===== src/rtl/mips_fetch_unit.sv =====
// mips_fetch_unit: MIPS instruction fetch stage. Owns the PC, issues one
// outstanding word read to instruction memory and queues returned words for decode.
//
// Ports:
//   clk, rst_n                    clock, synchronous active-low reset
//   imem_req_valid/ready/addr     fetch request channel (word aligned address)
//   imem_rsp_valid/data           in-order read response, one per accepted request
//   redirect_valid/pc             branch/jump redirect from execute (flushes everything)
//   out_valid/ready               instruction handshake toward decode
//   out_instr/pc/pc_plus4         queue head: instruction, its address, address + 4
//
// Optional: define FETCH_PERF_EN to add stall_cycles[31:0] and flush_count[15:0],
// saturating counters of empty-output cycles and redirects.
module mips_fetch_unit #(
    parameter logic [31:0] RESET_PC = 32'h0000_0000,
    parameter int          QDEPTH   = 2
) (
    input  logic        clk,
    input  logic        rst_n,
    output logic        imem_req_valid,
    input  logic        imem_req_ready,
    output logic [31:0] imem_req_addr,
    input  logic        imem_rsp_valid,
    input  logic [31:0] imem_rsp_data,
    input  logic        redirect_valid,
    input  logic [31:0] redirect_pc,
    output logic        out_valid,
    input  logic        out_ready,
    output logic [31:0] out_instr,
    output logic [31:0] out_pc,
    output logic [31:0] out_pc_plus4
`ifdef FETCH_PERF_EN
    ,
    output logic [31:0] stall_cycles,
    output logic [15:0] flush_count
`endif
);

    localparam int PW = $clog2(QDEPTH);
    localparam int CW = PW + 1;
    localparam logic [CW-1:0] DEPTH_L = CW'(QDEPTH);

    typedef enum logic [1:0] {
        IDLE,
        REQ,
        WAIT
    } state_t;

    state_t        state;
    logic [31:0]   fetch_pc;
    logic [31:0]   tag_pc;
    logic          discard;

    logic [31:0]   instr_q [QDEPTH];
    logic [31:0]   pc_q    [QDEPTH];
    logic [PW-1:0] head;
    logic [PW-1:0] tail;
    logic [CW-1:0] count;
    logic [CW-1:0] count_next;

    logic          push;
    logic          pop;
    logic [31:0]   target;
    logic [1:0]    unused_redirect_low;

    assign target              = {redirect_pc[31:2], 2'b00};
    assign unused_redirect_low = redirect_pc[1:0];

    // A response in the redirect cycle or tagged for discard never enters the queue.
    assign push = (state == WAIT) && imem_rsp_valid && !discard && !redirect_valid;
    assign pop  = out_valid && out_ready && !redirect_valid;

    assign count_next = count + CW'(push) - CW'(pop);

    assign out_valid    = (count != '0);
    assign out_instr    = out_valid ? instr_q[head] : '0;
    assign out_pc       = out_valid ? pc_q[head] : '0;
    assign out_pc_plus4 = out_valid ? pc_q[head] + 32'd4 : '0;

    always_ff @(posedge clk) begin
        if (push) begin
            instr_q[tail] <= imem_rsp_data;
            pc_q[tail]    <= tag_pc;
        end
    end

    always_ff @(posedge clk) begin
        if (!rst_n) begin
            state          <= IDLE;
            fetch_pc       <= RESET_PC;
            tag_pc         <= RESET_PC;
            discard        <= 1'b0;
            imem_req_valid <= 1'b0;
            imem_req_addr  <= RESET_PC;
            head           <= '0;
            tail           <= '0;
            count          <= '0;
        end else begin
            if (push) begin
                assert (count != DEPTH_L);
            end
            if (redirect_valid) begin
                head  <= '0;
                tail  <= '0;
                count <= '0;
            end else begin
                if (push) begin
                    tail <= tail + PW'(1);
                end
                if (pop) begin
                    head <= head + PW'(1);
                end
                count <= count_next;
            end

            unique case (state)
                IDLE: begin
                    if (redirect_valid) begin
                        state          <= REQ;
                        imem_req_valid <= 1'b1;
                        imem_req_addr  <= target;
                        fetch_pc       <= target;
                    end else if (count < DEPTH_L) begin
                        state          <= REQ;
                        imem_req_valid <= 1'b1;
                        imem_req_addr  <= fetch_pc;
                    end
                end
                REQ: begin
                    if (imem_req_ready) begin
                        imem_req_valid <= 1'b0;
                        tag_pc         <= fetch_pc;
                        state          <= WAIT;
                        // Accepted request belongs to the old stream: drop its reply.
                        if (redirect_valid) begin
                            discard  <= 1'b1;
                            fetch_pc <= target;
                        end else begin
                            fetch_pc <= fetch_pc + 32'd4;
                        end
                    end else if (redirect_valid) begin
                        imem_req_addr <= target;
                        fetch_pc      <= target;
                    end
                end
                WAIT: begin
                    if (imem_rsp_valid) begin
                        discard <= 1'b0;
                        // Nothing is outstanding any more, so credits depend only on occupancy.
                        if (redirect_valid) begin
                            state          <= REQ;
                            imem_req_valid <= 1'b1;
                            imem_req_addr  <= target;
                            fetch_pc       <= target;
                        end else if (count_next < DEPTH_L) begin
                            state          <= REQ;
                            imem_req_valid <= 1'b1;
                            imem_req_addr  <= fetch_pc;
                        end else begin
                            state <= IDLE;
                        end
                    end else if (redirect_valid) begin
                        discard  <= 1'b1;
                        fetch_pc <= target;
                    end
                end
                default: begin
                    state <= IDLE;
                end
            endcase
        end
    end

`ifdef FETCH_PERF_EN
    always_ff @(posedge clk) begin
        if (!rst_n) begin
            stall_cycles <= '0;
            flush_count  <= '0;
        end else begin
            if (!out_valid && stall_cycles != '1) begin
                stall_cycles <= stall_cycles + 32'd1;
            end
            if (redirect_valid && flush_count != '1) begin
                flush_count <= flush_count + 16'd1;
            end
        end
    end
`endif

endmodule

===== config.mk =====
export PLATFORM = sky130hd
export DESIGN_NAME = mips_fetch_unit
export DESIGN_NICKNAME = d
export VERILOG_FILES = /design/src/rtl/mips_fetch_unit.sv
export SDC_FILE = /design/constraint.sdc
export NUM_CORES = 1
export LEC_CHECK = 0
export ABC_AREA = 1
export CORE_MARGIN = 2
export CORE_UTILIZATION = 40
export DETAILED_ROUTE_END_ITERATION = 8
export HOLD_SLACK_MARGIN = 0.02
export PLACE_DENSITY = 0.74
export SLEW_MARGIN = 0
export SYNTH_ARGS = -nofsm -noshare
export SYNTH_HDL_FRONTEND = slang
export SYNTH_SLANG_ARGS = --single-unit

===== constraint.sdc =====
create_clock -name clk -period 11.5 [get_ports clk]
set_input_delay 1.15 -clock clk [delete_from_list [all_inputs] [get_ports clk]]
set_output_delay 1.15 -clock clk [all_outputs]
set_load 0.05 [all_outputs]

==> flow_metrics.env <==
export IMPL_synthCells=1524
export IMPL_clkPwrFrac=0.421
export IMPL_grt_pass1_wl_mm=50.16
export IMPL_n_antenna_cell=0
export IMPL_place_hpwl_mm=22.46
export IMPL_die_h_um=175.1
export IMPL_drt_wl_total_mm=32.29
export IMPL_drt_iter0_drc=926
export IMPL_netlist_area_mm2=0.01171
export IMPL_drive_gt1_frac=0.05875
export IMPL_wl_met1_mm=14.83
export IMPL_yosys_top_cells_area="edfxtp_1 33%, dfxtp_1 18%, nand2_1 13%"
export IMPL_outcome="complete, no violations"
export IMPL_synthToLayoutAreaGrowth_pct=26.19
export IMPL_peakVddDrop_mv=0.1149
export IMPL_pre_cts_ws_ns=6.528
export IMPL_clock_latency_ns=0.54
export IMPL_grt_max_degree=87
export IMPL_max_freq_mhz=180.9
export IMPL_wl_met3_mm=2.619
export IMPL_holdWs_ns=0.4458
export IMPL_hold_class="flop to flop"
export IMPL_max_cap_violations=0
export IMPL_grt_overflow=0
export IMPL_io_buffers=197
export IMPL_ys_warn_count=0
export IMPL_synth_flop_cell="edfxtp_1"
export IMPL_grt_use_total=0.2026
export IMPL_finish_utilization=0.5136
export IMPL_synth_avg_cell_area_um2=7.686
export IMPL_grt_antenna_before_repair=0
export IMPL_max_stage_delay_ns=0.86
export IMPL_hold_viol_final=0
export IMPL_yosysSeqAreaShare=0.5076
export IMPL_die_area_mm2=0.03067
export IMPL_antenna_left=0
export IMPL_via_per_inst=5.123
export IMPL_critPathCaptureType="output port"
export IMPL_clock_skew_ns=0.01973
export IMPL_rsz0062_at_grt="no"
export IMPL_top_layer="met4"
export IMPL_crit_arrival_ns=4.38
export IMPL_synth_edff_count=128
export IMPL_dr_total_vias=10690
export IMPL_fin_area_mm2=0.01478
export IMPL_ys_ff_latch=233
export IMPL_setup_violations=0
export IMPL_cts_tree="yes"
export IMPL_p_int_mw=1.511
export IMPL_root_buffer="clkbuf_16"
export IMPL_multi_input_area_mm2=0.004850
export IMPL_critPathRequiredTime_ns=10.35
export IMPL_stdcell_count=2086
export IMPL_core_rowCount=62
export IMPL_placedCellCount=2040
export IMPL_ctsLongestPathBuffers=3
export IMPL_wl_per_cell_um=15.48
export IMPL_clock_sinks=233
export IMPL_drt_pass1_iter_count=7
export IMPL_numCtsBuffers=25
export IMPL_route_met2_wl_mm=14.33
export IMPL_worst_pin_slew_ns=1.049
export IMPL_htree_levels=1
export IMPL_ios=200
export IMPL_cts_resized=0
export IMPL_period_needed_ns=5.529
export IMPL_cp_common_cell="nand2_1"
export IMPL_pwr_share_seq=0.462
export IMPL_p_leak_nw=5.678
export IMPL_critPathKind="flop to output port"
export IMPL_fill_cells=2700
export IMPL_p_per_area_mw_per_mm2=137.5
export IMPL_setup_slack_ns=5.971
export IMPL_initial_core_util=0.4070
export IMPL_drc=0
export IMPL_crit_fanout=74
export IMPL_synth_top_area_cell="edfxtp_1"
export IMPL_timing_final_crit_share=0.4808
export IMPL_cp_slowest_cell="clkdlybuf4s50_1"
export IMPL_gp_congestion=0.9750
export IMPL_syn_nets=1598
export IMPL_fin_nets=1757
export IMPL_clk_pin_slew_worst_paths_ns=0.06
export IMPL_finalPower_mw=2.033
export IMPL_netSwitchingFraction=0.2566
export IMPL_synth_top_area_frac=0.3281
export IMPL_ctsHoldBuffers=0
export IMPL_path_cells="buf_4 -> inv_4 -> o21ai_4 -> ha_1 -> nand2_1 -> nor2_2 -> nand2_1 -> nor2_4 -> o21ai_0 -> a21oi_1 -> clkdlybuf4s50_1"
export IMPL_ys_types=44
export IMPL_die_width_um=175.1
export IMPL_async_flop_share=0
export IMPL_post_cts_repair_setup_buffers=0
export IMPL_grt_pass1_vias=9574
export IMPL_finalSetupTns_ns=0
export IMPL_start_kind="flop"
export IMPL_dpl_cell_area_mm2=0.01389
export IMPL_relSlewSlack=0.2993
export IMPL_coreArea_mm2=0.02878
export IMPL_p_comb_frac=0.117
export IMPL_finalMaxSlewViolations=0
export IMPL_p_sw_uw=521.7
export IMPL_regArea_mm2=0.005947
==> layout by cell type, fill, tap and decap left out, drive strengths merged <==
cell type        n
xor2             5
a311oi           1
clkinvlp         4
nor2           216
edfxtp         128
o21bai           2
nand3           68
clkinv           8
nand4           26
buf             12
nand2          410
nand3b           2
and2             4
o211ai           5
or2              2
a211oi           2
o22ai            1
ha               4
dfxtp          105
a31oi            4
clkdlybuf4s50  195
o21ai          138
nor3             7
clkbuf          30
bufinv           4
o221ai           2
inv            153
a41oi            2
mux2i            1
a21oi          157
nor4             2
a22o             1
xnor2            1
==> worst max-delay path, delay by kind of cell (launching register included) <==
kind                     cells  cell delay (ns)
AO/OA/AOI/OAI                3             0.70
AND/OR/NAND/NOR              4             0.62
flip-flops                   1             0.31
buffers and inverters        3             1.96
adder cells (fa/ha/maj)      1             0.24
==> cells by family after synthesis <==
family                     share of synthesized area
buffers and inverters                        0.08097
xor gates and xnor gates                    0.004486
muxes                                      0.0008546
and+or+nand+nor                               0.2593
adders and majority gates                   0.004273
AOI/OAI and AO/OA                             0.1425
DFF                                           0.5076
==> sequential cells by signal, summed over array words and instances, names as in the netlist, named ones only <==
name / cells
tail: 1
instr_q: 64
fetch_pc: 32
head: 1
pc_q: 64
count: 2
state: 2
tag_pc: 32
imem_req_addr: 32
imem_req_valid: 1
discard: 1
==> routing by layer <==
layer / global-route usage / up-vias
met5: 0 / -
met4: 0.04479 / 0
met2: 0.3182 / 436
met3: 0.03742 / 39
li1: - / 5337
met1: 0.2908 / 4874
==> cell type report <==
cell class                      count  area share
Sequential cell                   233      0.4023
Multi-Input combinational cell   1063      0.3281
Timing Repair Buffer              207      0.1378
Clock buffer                       30     0.04630
Inverter                          153     0.03902
Tap cell                          384     0.03250
Clock inverter                     16     0.01397
==> power groups by stage <==
| stage | clock network [mW] | logic [mW] | registers [mW] |
|---|---|---|---|
| detailed placement | 0 | 0.236 | 0.955 |
| CTS | 0.869 | 0.238 | 0.938 |
| global route | 0.899 | 0.260 | 0.943 |
| floorplan | 0 | 0.108 | 0.994 |
| finish | 0.856 | 0.239 | 0.938 |
| global placement | 0 | 0.232 | 0.954 |
==> cells in the mapped netlist (all sizes together), types with 4 or more instances <==
cell,instances
buf,34
a31oi,4
dfxtp,105
o211ai,5
edfxtp,128
nor2,216
xor2,5
nand2,410
inv,152
a21oi,157
nor3,7
and2,4
clkbuf,41
o21ai,138
ha,4
nand3,68
nand4,26
==> worst paths after layout <==
kind,start,to,slack (ns),cells after the start
worst min register to register,imem_req_addr[6],imem_req_addr[6],0.45,2
worst max register to register,count[1],imem_req_addr[1],6.47,14
worst max-delay path,flop,out_pc_plus4[12],5.97,11
worst min-delay path,imem_req_addr[6],imem_req_addr[6],0.45,2
Note: power is estimated with default switching activity, not from simulation.
==> variant (config.mk and constraints unchanged) <==
The option `FETCH_PERF_EN` is turned on by a define.
--- a/src/rtl/mips_fetch_unit.sv
+++ b/src/rtl/mips_fetch_unit.sv
@@ -11,6 +11,8 @@
 //
 // Optional: define FETCH_PERF_EN to add stall_cycles[31:0] and flush_count[15:0],
 // saturating counters of empty-output cycles and redirects.
+`define FETCH_PERF_EN
+
 module mips_fetch_unit #(
     parameter logic [31:0] RESET_PC = 32'h0000_0000,
     parameter int          QDEPTH   = 2
Function (old outputs only; new: flush_count and stall_cycles): kept (Yosys induction, for registers that start in step).
==> variant against the unedited design <==
Final area up 22%; routed wire length up 28%; fmax up 1.2%; area after synthesis up 21%; cell count up 26%; sequential power up 18%; utilization down 0.26 points; power up 18%; global-route usage up 1.3 points; first-iteration DRC count up 17%; non-clock buffer count up 49; sequential cell count up 48; worst setup slack better by 64 ps; critical path type unchanged.
==> variant: results <==
set metrics [dict create \
    layout_commonest_cell "nand2_1" \
    async_flop_share 0 \
    grt_max_degree 91 \
    final_nets 2219 \
    tightest_slew_ps 1195 \
    grt.total_usage 0.2153 \
    yosys-top-cells-area "edfxtp_1 (27%), dfxtp_1 (22%), nand2_1 (14%)" \
    n_fill_cell 3417 \
    gp_congestion 0.9292 \
    dp_hpwl_mm 29.25 \
    drive_gt1_frac 0.04755 \
    vias_per_cell 5.072 \
    grt_pass1_vias 12120 \
    postCtsHoldBufs 0 \
    dr.pass1.iters 6 \
    clk_path_buf_depth 3 \
    holdCritPathClass "reg2reg" \
    postCtsSetupBuffers 0 \
    finClkSkew_ps 15.86 \
    p_leak_nw 6.871 \
    grt_overflow 0 \
    reg_top3 "instr_q x64, pc_q x64" \
    grt_first_pass_wirelength_mm 63.96 \
    io_buffers 245 \
    clk_latency_ps 560 \
    cp.arrival_ps 4310 \
    ir_drop_mv 0.1227 \
    synth_nets 2016 \
    synth_common_cells "nand2_1 (535), nor2_1 (322), a21oi_1 (180)" \
    drtIter0Drc 1085 \
    yosysSeqAreaShare 0.4860 \
    status "finished, final reports clean" \
    routedWlPerCell_microns 15.72 \
    clkTransAtPathRegs_ps 60 \
    synth_edf_count 128 \
    htree_levels 1 \
    cts_root_buf "clkbuf_16" \
    ys_warn_count 0 \
    synthFlopType "dfxtp_1" \
    cts_made_buffers 30 \
    ys_types 42 \
    placed_area_sq_mm 0.01696 \
    path_max_fanout 46 \
    final-setup-viol-count 0 \
    antenna_found_initial 3 \
]
==> variant: logic make-up (layout without fill, tap and decap cells) <==
family / count (synthesis) / in the layout / share of synthesized area
other cells: 0 / 2 / 0
flops: 281 / 281 / 0.4860
xor+xnor: 27 / 27 / 0.01664
compound gates: 330 / 330 / 0.1222
simple gates: 1040 / 1040 / 0.2976
fa+ha+maj: 6 / 6 / 0.005282
buf+inv: 256 / 482 / 0.07228
==> variant: layout make-up <==
class | instances | share of cell area
clock buffers | 40 | 0.04882
repair buffers | 256 | 0.1399
inverters | 171 | 0.03557
diodes | 2 | 0.0002774
flip-flops and latches | 281 | 0.3828
clock inverters | 15 | 0.01075
well taps | 461 | 0.03197
multi-input cells | 1403 | 0.3498
==> variant: path summary, 6_finish.rpt <==
check                                from                       endpoint  slack (ps)  cells after the start
setup / recovery                     flop               out_pc_plus4[12]        6040                     12
hold / removal    tag_pc[24]$_SDFFE_PN0P_          pc_q[0][24]$_DFFE_PP_         450                      0
setup reg to reg      count[1]$_SDFF_PP0_  imem_req_addr[3]$_SDFFE_PN0P_        7150                     14
hold reg to reg   tag_pc[24]$_SDFFE_PN0P_          pc_q[0][24]$_DFFE_PP_         450                      0
==> variant: power breakdown <==
part           switching (mW)  internal, mW
Sequential             0.0289          1.08
Clock                   0.407         0.628
Combinational           0.166        0.0853
Total                   0.602          1.79
==> variant: stage by stage <==
step	utilization	setup WS (ps)	std cells
CTS	0.5109	5982	2627
global placement	0.4804	6615	2572
finish	0.5110	6035	2629
detailed placement	0.4804	6593	2572
global route	0.5109	5682	2628
floorplan	-	6534	1940
==> variant: metal layers <==
layer	GRT usage	routed length, microns	vias to the layer above
met4	0.05167	770	4
met3	0.03892	3175	59
li1	-	-	6732
met2	0.3449	18300	453
met5	0	27	-
met1	0.3018	19060	6087
==> variant: critical path, cell delays in order (launching register included) <==
cell	delay, ps
dfxtp_2	390
inv_2	490
buf_4	550
nand2_1	140
nand2_1	120
ha_1	190
nand2_1	120
nor2_2	200
nand2_1	140
nor2_4	170
o21ai_0	100
a21oi_1	230
clkdlybuf4s50_1	850
